## src/rtl/mem_ctrl.sv

```systemverilog
// mem_ctrl: byte-serial memory controller shared by instruction fetch and the
// load/store unit. One transaction is in flight at a time; each access walks
// the byte RAM one address per cycle, assembling reads little-endian and
// sign/zero-extending sub-word loads.
//
// Ports:
//   clk, rst                 rising-edge clock, asynchronous active-high reset
//   flush                    aborts an in-progress fetch/load (stores complete)
//   if_req/if_addr           fetch request (held until if_done) and address
//   if_done/if_data          one-cycle completion pulse and fetched word
//   ls_req/ls_store/ls_size  load/store request, direction, size (0=B,1=H,2/3=W)
//   ls_unsigned              zero-extend sub-word loads
//   ls_addr/ls_wdata         access address and store data (low bytes used)
//   ls_done/ls_rdata         one-cycle completion pulse and extended load data
//   mem_din/mem_dout         RAM read byte (one cycle after address) / write byte
//   mem_a/mem_wr             RAM byte address and write strobe
//
// Build option: define MEM_CTRL_IF_PRIO_EN to let a fetch win when both
// requests arrive together in IDLE; by default the data request wins.
module mem_ctrl (
  input  logic        clk,
  input  logic        rst,
  input  logic        flush,
  input  logic        if_req,
  input  logic [31:0] if_addr,
  output logic        if_done,
  output logic [31:0] if_data,
  input  logic        ls_req,
  input  logic        ls_store,
  input  logic [1:0]  ls_size,
  input  logic        ls_unsigned,
  input  logic [31:0] ls_addr,
  input  logic [31:0] ls_wdata,
  output logic        ls_done,
  output logic [31:0] ls_rdata,
  input  logic [7:0]  mem_din,
  output logic [7:0]  mem_dout,
  output logic [31:0] mem_a,
  output logic        mem_wr
);

  typedef enum logic [1:0] {IDLE, READ, WRITE, DONE} state_t;

  state_t      state, state_nxt;
  logic [2:0]  cnt, cnt_nxt;
  logic [31:0] addr, addr_nxt;
  logic [2:0]  len, len_nxt;
  logic        uns, uns_nxt;
  logic        fetch, fetch_nxt;
  logic [31:0] wdata, wdata_nxt;
  logic [31:0] asm_w, asm_nxt;

  logic        if_done_nxt, ls_done_nxt, mem_wr_nxt;
  logic [31:0] if_data_nxt, ls_rdata_nxt, mem_a_nxt;
  logic [7:0]  mem_dout_nxt;

  logic        take_if, take_ls;
  logic [2:0]  cnt_inc;
  logic [1:0]  lane_rd, lane_wr;
  logic [31:0] next_a;
  logic [31:0] asm_cap;

  function automatic logic [2:0] byte_count(input logic [1:0] size);
    case (size)
      2'd0:    return 3'd1;
      2'd1:    return 3'd2;
      default: return 3'd4;
    endcase
  endfunction

  // Fetches and word loads arrive with n=4 and pass through untouched.
  function automatic logic [31:0] extend(input logic [31:0] raw, input logic [2:0] n,
                                         input logic zero_ext);
    case (n)
      3'd1:    return zero_ext ? {24'd0, raw[7:0]}  : {{24{raw[7]}}, raw[7:0]};
      3'd2:    return zero_ext ? {16'd0, raw[15:0]} : {{16{raw[15]}}, raw[15:0]};
      default: return raw;
    endcase
  endfunction

`ifdef MEM_CTRL_IF_PRIO_EN
  assign take_if = if_req;
`else
  assign take_if = if_req & ~ls_req;
`endif
  assign take_ls = ls_req & ~take_if;

  // cnt counts cycles spent in READ/WRITE from 0; in READ the byte arriving
  // on mem_din belongs to the address issued one cycle earlier (lane cnt-1).
  assign cnt_inc = cnt + 3'd1;
  assign lane_rd = cnt[1:0] - 2'd1;
  assign lane_wr = cnt[1:0] + 2'd1;
  assign next_a  = addr + 32'(cnt_inc);

  always_ff @(posedge clk or posedge rst) begin
    if (rst) begin
      state    <= IDLE;
      cnt      <= '0;
      addr     <= '0;
      len      <= '0;
      uns      <= 1'b0;
      fetch    <= 1'b0;
      wdata    <= '0;
      asm_w    <= '0;
      if_done  <= 1'b0;
      if_data  <= '0;
      ls_done  <= 1'b0;
      ls_rdata <= '0;
      mem_dout <= '0;
      mem_a    <= '0;
      mem_wr   <= 1'b0;
    end else begin
      state    <= state_nxt;
      cnt      <= cnt_nxt;
      addr     <= addr_nxt;
      len      <= len_nxt;
      uns      <= uns_nxt;
      fetch    <= fetch_nxt;
      wdata    <= wdata_nxt;
      asm_w    <= asm_nxt;
      if_done  <= if_done_nxt;
      if_data  <= if_data_nxt;
      ls_done  <= ls_done_nxt;
      ls_rdata <= ls_rdata_nxt;
      mem_dout <= mem_dout_nxt;
      mem_a    <= mem_a_nxt;
      mem_wr   <= mem_wr_nxt;
    end
  end

  always_comb begin
    state_nxt    = state;
    cnt_nxt      = cnt;
    addr_nxt     = addr;
    len_nxt      = len;
    uns_nxt      = uns;
    fetch_nxt    = fetch;
    wdata_nxt    = wdata;
    asm_nxt      = asm_w;
    if_done_nxt  = 1'b0;
    ls_done_nxt  = 1'b0;
    if_data_nxt  = if_data;
    ls_rdata_nxt = ls_rdata;
    mem_a_nxt    = '0;
    mem_wr_nxt   = 1'b0;
    mem_dout_nxt = '0;

    asm_cap = asm_w;
    asm_cap[{lane_rd, 3'b000} +: 8] = mem_din;

    case (state)
      IDLE: begin
        cnt_nxt = '0;
        asm_nxt = '0;
        if (take_if) begin
          state_nxt = READ;
          fetch_nxt = 1'b1;
          len_nxt   = 3'd4;
          uns_nxt   = 1'b0;
          addr_nxt  = if_addr;
          mem_a_nxt = if_addr;
        end else if (take_ls) begin
          fetch_nxt = 1'b0;
          len_nxt   = byte_count(ls_size);
          uns_nxt   = ls_unsigned;
          addr_nxt  = ls_addr;
          wdata_nxt = ls_wdata;
          mem_a_nxt = ls_addr;
          if (ls_store) begin
            state_nxt    = WRITE;
            mem_wr_nxt   = 1'b1;
            mem_dout_nxt = ls_wdata[7:0];
          end else begin
            state_nxt = READ;
          end
        end
      end
      READ: begin
        if (flush) begin
          state_nxt = IDLE;
        end else begin
          cnt_nxt = cnt_inc;
          if (cnt != 3'd0) asm_nxt = asm_cap;
          if (cnt_inc < len) mem_a_nxt = next_a;
          if (cnt == len) begin
            state_nxt = DONE;
            if (fetch) begin
              if_done_nxt = 1'b1;
              if_data_nxt = asm_cap;
            end else begin
              ls_done_nxt  = 1'b1;
              ls_rdata_nxt = extend(asm_cap, len, uns);
            end
          end
        end
      end
      WRITE: begin
        // Stores are already committed, so flush is deliberately not looked at.
        cnt_nxt = cnt_inc;
        if (cnt_inc < len) begin
          mem_a_nxt    = next_a;
          mem_wr_nxt   = 1'b1;
          mem_dout_nxt = wdata[{lane_wr, 3'b000} +: 8];
        end else begin
          state_nxt   = DONE;
          ls_done_nxt = 1'b1;
        end
      end
      default: begin
        state_nxt = IDLE;
      end
    endcase
  end

endmodule

```

## config.mk

```make
export PLATFORM = sky130hd
export DESIGN_NAME = mem_ctrl
export DESIGN_NICKNAME = d
export VERILOG_FILES = /design/src/rtl/mem_ctrl.sv
export SDC_FILE = /design/constraint.sdc
export NUM_CORES = 1
export LEC_CHECK = 0
export ABC_AREA = 1
export CORE_ASPECT_RATIO = 1.25
export CORE_MARGIN = 2
export CORE_UTILIZATION = 41
export CTS_CLUSTER_DIAMETER = 100
export CTS_CLUSTER_SIZE = 8
export DETAILED_ROUTE_END_ITERATION = 8
export PLACE_DENSITY_LB_ADDON = 0.1
export SETUP_SLACK_MARGIN = 0.05
export SLEW_MARGIN = 20
export SYNTH_ARGS = -nofsm -noshare
export SYNTH_HDL_FRONTEND = slang
export SYNTH_SLANG_ARGS = --single-unit
```

## constraint.sdc

```tcl
create_clock -name clk -period 11.4 [get_ports clk]
set_clock_uncertainty 0.05 [all_clocks]
set_input_delay 3.42 -clock clk [delete_from_list [all_inputs] [get_ports clk]]
set_output_delay 3.42 -clock clk [all_outputs]
set_load 0.05 [all_outputs]
```

==> results by stage, run 1 <==
Run status:
- The flow ran to the end, and the final reports show no timing, DRC or antenna violations.

Worst setup path:
- The worst register-to-register path begins at cnt[0].
- The maximum net fanout on the critical path is 48.
- The worst register-to-register path has a setup slack of 6.66 ns.
- The worst endpoint required time is 11.74 ns.
- The slowest cell on the critical path is sky130_fd_sc_hd__inv_2.
- STA classifies the critical path endpoint as a flip-flop.
- The critical path contains buffers and inverters numbering 5 combined.
- The signal on the critical path passes through clkdlybuf4s50_1, nand2_1, buf_4, inv_2, buf_4, nor2_4, inv_2, o21ai_0.
- The largest single stage delay on the critical path is 0.61 ns.
- The worst register-to-register path has a depth of 9.
- The arrival time reported for the critical path endpoint is 6.04 ns.
- The endpoint identified for the worst register-to-register timing path is state[0].
- The critical path is of the in2reg type.
- The startpoint type of the worst setup path is an input pin.
- The cell family with the largest share of critical-path delay is buffers and inverters.

Min path:
- The path class of the tightest hold or removal check is reg2reg.
- The depth of the worst hold-timing path is 2.
- For hold timing, the worst endpoint is ls_rdata[4].
- The startpoint of the most critical hold path is ls_rdata[4].

STA:
- The number of hold violations in the final report is 0.
- The number of max-slew violations in the final report is 0.
- The post-route fraction of the period consumed by the critical path is 49.9%.
- Setup repair after global routing left no endpoint under its margin.
- Once routing completed, OpenROAD measured the worst setup slack at 5.71 ns.
- Headroom to the max-slew limit came out at 30.2%.
- The minimum period implied by the final worst setup slack is 5.69 ns.
- The count of final setup violators is 0.
- The summed negative setup slack over all endpoints is 0 ns.
- The maximum clock frequency is 0.176 GHz.
- The worst-margin pin slew is 1.05 ns.

Route:
- In the routed layout, each cell is associated on average with a via count of 5.10.
- The number of remaining DRC errors is 0.
- The via count is 9051.
- The number of violations reported at the end of detailed-routing iteration 0 is 473.
- The detailed-route wire length per cell is 17.2 um.
- The count of nets left with antenna violations once routing finished came out at 0.
- The final wirelength is 30400 um.
- The number of detailed-route iterations in the first pass is 5.

Synth:
- The post-synthesis xor/xnor area fraction is 0.257%.
- Dividing the synthesized area by the synthesized cell count gives 8.26 sq um.
- In the synthesized netlist the async set-or-reset flop fraction comes to 100%.
- Sequential elements use 52.1% of the synthesized area.
- The number of nets handed over by synthesis was 1369.
- Yosys mapped a number of flops with a built-in enable equal to 0.
- Among all flip-flop cells after synthesis, the most frequent one is sky130_fd_sc_hd__dfrtp_1.
- By area the synthesized netlist is led by sky130_fd_sc_hd__dfrtp_1 (52%), sky130_fd_sc_hd__nand2_1 (12%), sky130_fd_sc_hd__o21ai_0 (5.7%), sky130_fd_sc_hd__inv_1 (5.4%), sky130_fd_sc_hd__nand3_1 (3.5%).
- The register bit total from synthesis is 213.
- The simple-gate share of the synthesized area is 20.8%.
- The biggest area contributor in the post-synthesis netlist is sky130_fd_sc_hd__dfrtp_1.
- The count of unique library cells instantiated by Yosys is 42.
- The multiplexer share of the synthesized area is 0%.
- In the synthesized netlist, the number of instances is 1239.
- Of the total synthesized cell area, the portion taken by full adders, half adders and majority gates is 2.15%.
- The Yosys step of the flow raised 0 warnings.
- The top cell type by area accounts for 52.1% of the synthesized area.
- The complex-gate fraction of the synthesized area is 16.3%.
- The synthesized netlist occupies a cell area of 10200 sq um.
- The dominant combinational cell family by area after synthesis is simple AND/OR/NAND/NOR gates.

Placed design:
- At the placement stage, the worst setup path has a slack of 5.15 ns.
- The count of input and output buffers is 219.
- The total half-perimeter wirelength after legalization and detailed placement is 21000 um.
- The final weighted congestion of routability-driven global placement is 0.898.
- The number of placed instances with taps included is 1740.
- After detailed placement, the total cell area comes to 12600 sq um.

Clocking:
- The number of setup buffers added after CTS is 0.
- For this design, the CTS-stage hold fixing added 0 buffers.
- The clock transition at the registers of the reported paths is 0.05 ns.
- In this run the clock root is driven by a sky130_fd_sc_hd__clkbuf_16.
- No sink is reached through more buffers than the 3 on the longest clock path.
- The number of instances resized during post-cts repair is 0.
- In this run, CTS created clock tree buffers numbering 30.
- TritonCTS built the clock tree.
- The clock net sink count is 213.
- Clock latency on the worst-skew pair, taken at its later pin, is 0.54 ns.
- The number of levels the H-tree was split into is 1.

Flow run:
- The max-cap check violation count is 0.

GRT:
- For this run, global-route usage on met2 was measured as 40.8%.
- The via count of the first global-routing pass was 9056.
- The met3 track demand over resource is 3.75%.
- The maximum number of pins on one net before global-route repair is 136.
- The first global-routing pass estimated 48600 um of wire.
- The layer flagged by global routing as most heavily used is met2.
- Global routing consumed, on the met1 layer, 28.8% of the routing resources.
- The number of antenna violations at the first check in global routing is 1.
- The total overflow left after global routing is 0.
- The total global routing track utilization is 22.9%.

Pwr:
- The analysis attributes to cell leakage a power of 6.16 nW.
- Total power for the finished layout comes to 0.00338 W.
- Across the VDD grid, the largest voltage drop is 0.134 mV.
- The power per standard cell area is 252 nW/um^2.

Cells and area:
- The non-filler instance count after layout is 1774.
- Leaving out fill and tap cells, the most frequent cells in the layout are sky130_fd_sc_hd__nand2_1 (332), sky130_fd_sc_hd__clkdlybuf4s50_1 (219), sky130_fd_sc_hd__dfrtp_1 (213).
- The area growth from synthesis to layout is 31.4%.
- The commonest non-fill, non-tap cell in the layout is sky130_fd_sc_hd__nand2_1.
- The final design area excluding fillers is 13400 sq um.
- Of the cells placed in the final design, the portion with a size suffix greater than 1 is 4.79%.
- The layout has 2372 filler cells.
- The final layout contains 1572 nets.

Die:
- For this configuration, the core starts out at a cell density of 41.7%.
- During I/O placement, the number of pins put on the boundary was 220.
- The chip height is 181 um.
- The number of rows in the core area is 64.
- The die extent in x is 145 um.
- The floorplan step defined a core boundary enclosing 24500 sq um.
- The die covers 26200 sq um.
[worst register-to-register path, cell delays in order, from the launching register on]
cell and delay, ns:
sky130_fd_sc_hd__dfrtp_1 1.03, sky130_fd_sc_hd__inv_1 0.70, sky130_fd_sc_hd__ha_1 1.13, sky130_fd_sc_hd__ha_1 0.39, sky130_fd_sc_hd__nand2_1 0.08, sky130_fd_sc_hd__o21ai_1 0.10, sky130_fd_sc_hd__nor2_1 0.71, sky130_fd_sc_hd__nor3_1 0.23
sky130_fd_sc_hd__nand2_1 0.10, sky130_fd_sc_hd__o21ai_0 0.08
[worst max-delay path by stage]
stage	startpoint	end	slack (ns)	depth (start not counted)
global placement	ls_req	len[0]	5.22	8
detailed placement	ls_req	addr[17]	5.15	8
finish	ls_req	addr[25]	5.71	8
floorplan	rst	addr[0]	2.11	1
global route	ls_req	addr[17]	5.46	8
CTS	ls_req	addr[25]	5.69	8
[routing by layer]
layer | share of wire, % | vias to the layer above
met2 | 51 | 236
met4 | 2.3 | 0
li1 | - | 4459
met3 | 5.2 | 46
met5 | 0 | -
met1 | 42 | 4310
[through the flow]
stage	hold slack [ns]	utilization, %
floorplan	0.394	-
global placement	0.405	51.6
detailed placement	0.410	51.6
CTS	0.423	54.8
global route	0.440	54.9
finish	0.419	54.9
[flip-flops by register name, indices dropped and copies added, names as in the netlist]
register and flops:
addr 32, asm_w 32, cnt 3, fetch 1
if_data 32, if_done 1, len 3, ls_done 1
ls_rdata 32, mem_a 32, mem_dout 8, mem_wr 1
state 2, uns 1, wdata 32
[power by group]
part | internal [W] | switching (W) | total (W) | leakage [nW]
combinational | 0.000458 | 0.00101 | 0.00147 | 2.99
sequential | 0.000980 | 0.000162 | 0.00114 | 2.78
clock | 0.000470 | 0.000305 | 0.000774 | 0.386
total | 0.00191 | 0.00147 | 0.00338 | 6.16
[cell type report]
| cell class | count | area [sq um] | share of cell area, % |
|---|---|---|---|
| multi-input combinational | 814 | 4070 | 30.3 |
| clock buffer | 31 | 776 | 5.77 |
| sequential | 213 | 5330 | 39.6 |
| timing repair buffer | 227 | 2260 | 16.8 |
| inverter | 156 | 593 | 4.41 |
| tap | 330 | 413 | 3.07 |
| antenna | 2 | 5.00 | 0.0372 |
| clock inverter | 1 | 5.00 | 0.0372 |
[Yosys cell counts, types with 3 or more instances]
cell	number
sky130_fd_sc_hd__clkbuf_1	29
sky130_fd_sc_hd__a21oi_1	44
sky130_fd_sc_hd__a22oi_1	7
sky130_fd_sc_hd__inv_2	7
sky130_fd_sc_hd__o21ai_0	117
sky130_fd_sc_hd__o211ai_1	4
sky130_fd_sc_hd__buf_6	3
sky130_fd_sc_hd__nand3_1	72
sky130_fd_sc_hd__a32oi_1	31
sky130_fd_sc_hd__dfrtp_1	213
sky130_fd_sc_hd__nor2_2	4
sky130_fd_sc_hd__o21ai_1	19
sky130_fd_sc_hd__o22ai_1	40
sky130_fd_sc_hd__o21a_1	8
sky130_fd_sc_hd__buf_2	19
sky130_fd_sc_hd__a31oi_1	9
sky130_fd_sc_hd__nand2_1	332
sky130_fd_sc_hd__ha_1	16
sky130_fd_sc_hd__inv_1	147
sky130_fd_sc_hd__buf_4	4
sky130_fd_sc_hd__nor2_1	86
[cell families (layout without fill, tap and decap cells)]
group | count (synthesis) | in the layout
compound gates | 283 | 283
flops | 213 | 213
buf+inv | 212 | 415
fa+ha+maj | 17 | 17
other cells | 0 | 2
xor+xnor | 3 | 3
simple gates | 511 | 511
(Power assumes the default switching activity.)
==> run 2, diff against run 1 <==
clock period = 5.33 ns   (was 11.4 ns; I/O delays follow)
==> run 2 against run 1 <==
- critical endpoint is now state[0]
- critical path depth is 1 higher
- via count is 0.15% lower
- sequential share of layout area is 0.089 points lower
- cell count is 0.17% higher
- flip-flop and latch count stayed put
- power is 110% higher
- clock-buffer cell count stayed put
- design area is 0.22% higher
- core utilization is 0.12 points higher
- register-to-register slack worse by 4.9 ns
- die area stayed put
==> results by stage, run 2 (synthesis results as in run 1) <==
STA:
- In the final timing run, aggregate negative setup slack is 0 ns.
- The post-route fraction of the period consumed by the critical path is 66.8%.
- Headroom to the max-slew limit came out at 23.4%.
- The number of hold violations in the final report came to 0.
- Static timing analysis puts the maximum clock frequency at 0.281 GHz.
- The worst-margin pin slew is 1.15 ns.
- The setup slack after layout is 1.77 ns.
- The number of max-slew violations in the final report is 0.
- The count of final setup violators is 0.
- Setup repair after global routing left no endpoint under its margin.
- The minimum period implied by the final worst setup slack is 3.56 ns.

Worst setup path:
- STA puts the critical path data required time at 5.67 ns.
- At the worst endpoint, the arrival time is 3.91 ns.
- The startpoint identified for the worst register-to-register timing path is cnt[0].
- The worst setup path is launched from a flip-flop.
- In this run the worst path has a maximum fanout of 25.
- The type of the setup path with the least slack is reg2reg.
- Tracing the worst setup path back leads to its startpoint at cnt[0].
- The kind of end point of the critical path is a flip-flop.

Route:
- After detailed routing, the number of vias per cell comes to 5.09.
- The via count is 9037.
- The number of violations reported at the end of detailed-routing iteration 0 is 549.
- Before antenna repair, the detailed router went through 5 iterations.
- Dividing the detail-routed wire length by the instance count gives 16.8 um.
- Summed over all layers, the routed wires come to 29900 um.
- The residual antenna-violating net count after detailed routing is 0.
- After detailed routing, the number of remaining DRC violations is 0.

Pwr:
- The analysis attributes to cell leakage a power of 6.18 nW.
- The power per standard cell area is 536 nW/um^2.
- The worst ir drop on vdd is 0.397 mV.
- Overall power consumption after layout is estimated at 0.00722 W.

Die:
- The region available for standard cell placement spans 24500 sq um.
- For this design the top-level I/O count stands at 220.
- The effective utilization at floorplan is 41.7%.
- The die covers 26200 sq um.
- After floorplanning, the core was divided into 64 placement rows.
- The floorplan step set the die width to 145 um.
- The chip height is 181 um.

Placed design:
- Routability-driven placement finished with a final weighted congestion of 0.920.
- The count of input and output buffers is 219.
- After legalization and detailed placement, the total HPWL measured 21100 um.
- The post-place instance area is 12700 sq um.
- The number of placed instances with taps included is 1744.
- The worst-case setup slack after placement is 1.55 ns.

Cells and area:
- The share of cells above drive strength 1 is 5.05%.
- The final design area excluding fillers is 13500 sq um.
- Excluding fillers, the count of instances in the completed layout stands at 1777.
- In the final design database the tool counted 1576 nets.
- The commonest non-fill, non-tap cell in the layout is sky130_fd_sc_hd__nand2_1.
- The filler cells instantiated in the layout total 2345.
- The library cells used most frequently in the layout, excluding fill and tap cells, are sky130_fd_sc_hd__nand2_1 (332), sky130_fd_sc_hd__clkdlybuf4s50_1 (219), sky130_fd_sc_hd__dfrtp_1 (213).
- The area added between synthesis and finish is 31.7%.

GRT:
- The total global routing track utilization is 22.8%.
- The via count of the first global-routing pass is 9195.
- The maximum number of pins on one net before global-route repair is 88.
- The number of antenna violations at the first check in global routing is 1.
- The first-pass GRT wire length is 48700 um.
- Global routing finished with a remaining overflow of 0.

Clocking:
- The number of buffers created by CTS is 30.
- The largest buffer count on any clock path is 3.
- The number of instances resized during post-cts repair is 0.
- TritonCTS built the clock tree.
- The clock transition at the registers of the reported paths is 0.05 ns.
- The clock net in this run drives a total of 213 sinks.
- The number of levels the H-tree was split into is 1.
- The later-pin clock latency in the skew report is 0.53 ns.
- The setup fix buffers added after clock tree synthesis is 0.
- After clock tree synthesis, the flow added hold-fix buffers numbering 0.
- Clock tree synthesis selected as its root buffer the cell sky130_fd_sc_hd__clkbuf_16.

Min path:
- In this run the most critical hold path is launched from ls_rdata[7].
- The type of the tightest min-delay check is reg2reg.

Flow run:
- The max-cap check violation count is 0.

Run status:
- The run finished with clean final reports.
-- run 2: cell count changes in the layout (fill, tap and decap cells not counted) --
cell	previous run	this run
sky130_fd_sc_hd__buf_4	7	10
sky130_fd_sc_hd__inv_8	1	0
sky130_fd_sc_hd__diode_2	2	1
sky130_fd_sc_hd__buf_6	1	0
sky130_fd_sc_hd__buf_12	0	2
sky130_fd_sc_hd__o21ai_4	1	0
sky130_fd_sc_hd__nand3_4	2	1
sky130_fd_sc_hd__o21ai_2	1	2
sky130_fd_sc_hd__nand3_2	1	2
sky130_fd_sc_hd__clkinvlp_4	0	1
-- run 2: where the power goes --
| part | switching, W | internal, W |
|---|---|---|
| registers | 0.000298 | 0.00210 |
| logic | 0.00219 | 0.000982 |
| clock network | 0.000651 | 0.00101 |
-- run 2: cell type report --
cell class	instances	area, sq um	area share [%]
clock inverter	1	5.00	0.0371
inverter	156	589	4.37
clock buffer	31	776	5.76
timing repair buffer	231	2310	17.1
tap	330	413	3.06
antenna	1	2.50	0.0186
multi-input combinational	814	4050	30.1
sequential	213	5330	39.6
-- run 2: final timing paths --
check                         endpoint  cells past startpoint  slack [ns]
setup / recovery              state[0]                      9        1.77
hold / removal             ls_rdata[7]                      2        0.42
setup reg to reg              state[0]                      9        1.77
hold reg to reg            ls_rdata[7]                      2        0.42
max in group asynchronous    asm_w[24]                      3        2.83
min in group asynchronous   if_data[4]                      2        1.50
-- run 2: through the flow --
stage	hold WS [ns]	utilization, %
final	0.415	55.0
after global routing	0.448	55.0
after detailed placement	0.410	51.8
after floorplan	0.394	-
after CTS	0.423	55.0
after global placement	0.403	51.8
-- run 2: worst max-delay path, cell delays in order, from the launching register on --
cell	delay [ns]
sky130_fd_sc_hd__dfrtp_1	0.37
sky130_fd_sc_hd__inv_1	0.56
sky130_fd_sc_hd__ha_1	0.89
sky130_fd_sc_hd__ha_1	0.38
sky130_fd_sc_hd__nand2_1	0.07
sky130_fd_sc_hd__o21ai_1	0.10
sky130_fd_sc_hd__nor2_1	0.61
sky130_fd_sc_hd__nor3_1	0.23
sky130_fd_sc_hd__nand2_1	0.11
sky130_fd_sc_hd__o21ai_0	0.07
-- run 2: routing by layer --
| layer | global-route usage [%] | wire, um | vias up |
|---|---|---|---|
| met3 | 3.82 | 1490 | 57 |
| met5 | 0 | 0 | - |
| li1 | - | - | 4458 |
| met1 | 29.0 | 12600 | 4280 |
| met4 | 7.29 | 886 | 0 |
| met2 | 39.5 | 14900 | 242 |
==> run 3, diff against run 2 <==
clock period = 3.15 ns   (was 5.33 ns; I/O delays follow)
==> run 3 against run 2 <==
- power up 71%
- sequential share of layout area down 0.28 points
- flip-flop and latch count unchanged
- routed wire length down 0.56%
- via count down 0.13%
- non-clock buffer count up 6
- worst setup slack worse by 1.4 ns
- first-iteration DRC count down 24%
- cell count up 0.34%
- critical path type is now reg2out
- critical endpoint is now ls_rdata[28]
- largest power group unchanged
==> results by stage, run 3 (synthesis results as in run 1) <==
Route:
- Wire segments on met2 add up to 14900 um in the final route.
- The via count is 9025.
- The detail route stage leaves a number of antenna-violating nets equal to 0.
- The routed metal-1 wire length is 12500 um.
- The number of remaining DRC errors is 0.
- The final wirelength is 29700 um.
- The highest metal layer used by the detailed router is met4.
- The via count normalized by instance count is 5.06.
- The first TritonRoute pass finished after 5 iterations.
- For this block, the initial DRC count from the detailed router was 415.
- Wire segments on met3 add up to 1470 um in the final route.
- Dividing the detail-routed wire length by the instance count gives 16.7 um.

Cells and area:
- The net count of the finished layout is 1582.
- The commonest non-fill, non-tap cell in the layout is sky130_fd_sc_hd__nand2_1.
- The filler cells instantiated in the layout total 2360.
- In the final layout, the multi-input gates occupy 4050 sq um.
- Leaving out fill and tap cells, the most frequent cells in the layout are sky130_fd_sc_hd__nand2_1 (332), sky130_fd_sc_hd__clkdlybuf4s50_1 (219), sky130_fd_sc_hd__dfrtp_1 (213).
- The area added between synthesis and finish is 32.7%.
- The share of cells above drive strength 1 is 5.44%.
- The non-filler instance count after layout is 1783.
- Registers take 5330 sq um.

Placed design:
- During placement, the flow inserted port buffers numbering 219.
- At the end of routability-driven placement, the weighted congestion stood at 0.913.
- After detailed placement, the design holds a cell count of 1750.
- Summed over all nets, the half-perimeter wirelength after detailed placement is 21100 um.

Clocking:
- The buffer cell driving the clock tree root is sky130_fd_sc_hd__clkbuf_16.
- After clock tree synthesis, the setup repair step added 0 buffers.
- Gates resized during post-CTS repair numbered 0.
- The TritonCTS clock tree is done.
- The later-pin clock latency in the skew report is 0.53 ns.
- The number of levels the H-tree was split into is 1.
- In this run, post-CTS hold repair placed 0 buffers.
- Clock-pin slew was measured on the worst setup and hold paths at 0.05 ns.
- The clock net sink count is 213.
- Counting the buffers created by CTS gives 30.
- The largest buffer count on any clock path is 3.

Worst setup path:
- The worst endpoint required time is 2.15 ns.
- On the critical path the largest part of the delay comes from buffers and inverters.
- STA classifies the critical path startpoint as a flip-flop.
- STA puts the critical path data arrival time at 1.76 ns.
- Of all nets on the critical path, the largest fanout is 2.
- The kind of end point of the critical path is an output pin.
- The signal on the critical path passes through clkdlybuf4s50_1.
- The slowest stage of the critical path is the sky130_fd_sc_hd__clkdlybuf4s50_1 cell.
- The type of the setup path with the least slack is reg2out.
- The number of buffer and inverter instances along the worst setup path is 1.
- The peak per-stage delay on the critical path is 0.83 ns.

STA:
- The post-route fraction of the period consumed by the critical path is 87.5%.
- At the pin with the least slew margin, the transition time is 0.646 ns.
- The worst slew margin relative to its limit is 57.0%.
- The count of final setup violators is 0.
- Hold is met by 0.417 ns.
- For this run, the top clock speed supported by timing is 0.363 GHz.
- The number of max-slew violations in the final report is 0.
- The number of hold violations in the final report is 0.
- Setup repair after global routing left no endpoint under its margin.
- After layout, the minimum clock period comes to 2.76 ns.

GRT:
- Across every metal layer, demand over resource in global routing totals 22.7%.
- The via count of the first global-routing pass is 9053.
- Entering global routing, the biggest net connects 73 pins.
- The number of antenna violations at the first check in global routing was 0.
- The remaining global-route overflow is 0.
- The first global-routing pass estimated 48500 um of wire.

Die:
- The chip height is 181 um.
- The floorplan step defined a die boundary enclosing 26200 sq um.
- The area of the core is 24500 sq um.
- The initialized floorplan defines 64 standard-cell rows.
- The die extent in x is 145 um.
- For this design the top-level I/O count stands at 220.
- The effective utilization at floorplan is 41.7%.

Pwr:
- For this design the static power due to leakage is 6.22 nW.
- The worst ir drop on vdd is 0.690 mV.
- The power per standard cell area is 908 nW/um^2.

Min path:
- The type of the tightest min-delay check is reg2reg.

Flow run:
- The max-cap check violation count is 0.

Run status:
- The run finished with clean final reports.
-- run 3: layer usage --
layer / up-vias / global-route usage (%)
met5: - / 0
met2: 235 / 39.9
li1: 4476 / -
met4: 0 / 6.55
met3: 50 / 3.72
met1: 4264 / 28.7
-- run 3: final timing paths --
check	cells after the start	from	endpoint	slack (ns)
worst max-delay path	1	ls_rdata[28]	ls_rdata[28]	0.39
worst min-delay path	2	wdata[26]	wdata[26]	0.42
worst max register to register	10	cnt[1]	mem_a[26]	0.55
worst min register to register	2	wdata[26]	wdata[26]	0.42
max in group asynchronous	3	rst	addr[19]	1.53
min in group asynchronous	2	rst	if_data[7]	0.76
-- run 3: per-stage QoR --
step / setup TNS [ns] / setup slack, ns / power [W] / instance area (sq um) / utilization, %
after floorplan: -131.03 / -0.615 / 0.00772 / 10200 / -
after global placement: 0 / 0.458 / 0.00952 / 12800 / 52.2
after detailed placement: 0 / 0.440 / 0.00958 / 12800 / 52.2
after CTS: 0 / 0.372 / 0.0124 / 13600 / 55.4
after global routing: 0 / 0.268 / 0.0131 / 13600 / 55.4
final: 0 / 0.392 / 0.0123 / 13600 / 55.4
-- run 3: final cells by class --
cell class | count | share of cell area, %
sequential | 213 | 39.3
inverter | 156 | 4.34
clock buffer | 31 | 5.72
timing repair buffer | 237 | 17.7
clock inverter | 1 | 0.0369
multi-input combinational | 814 | 29.9
tap | 330 | 3.04
antenna | 1 | 0.0184
-- run 3: where the power goes --
part	leakage [nW]	switching (W)	internal, W	total [W]
clock	0.386	0.00110	0.00170	0.00280
sequential	2.78	0.000524	0.00355	0.00407
combinational	3.06	0.00372	0.00173	0.00545
total	6.22	0.00535	0.00698	0.0123
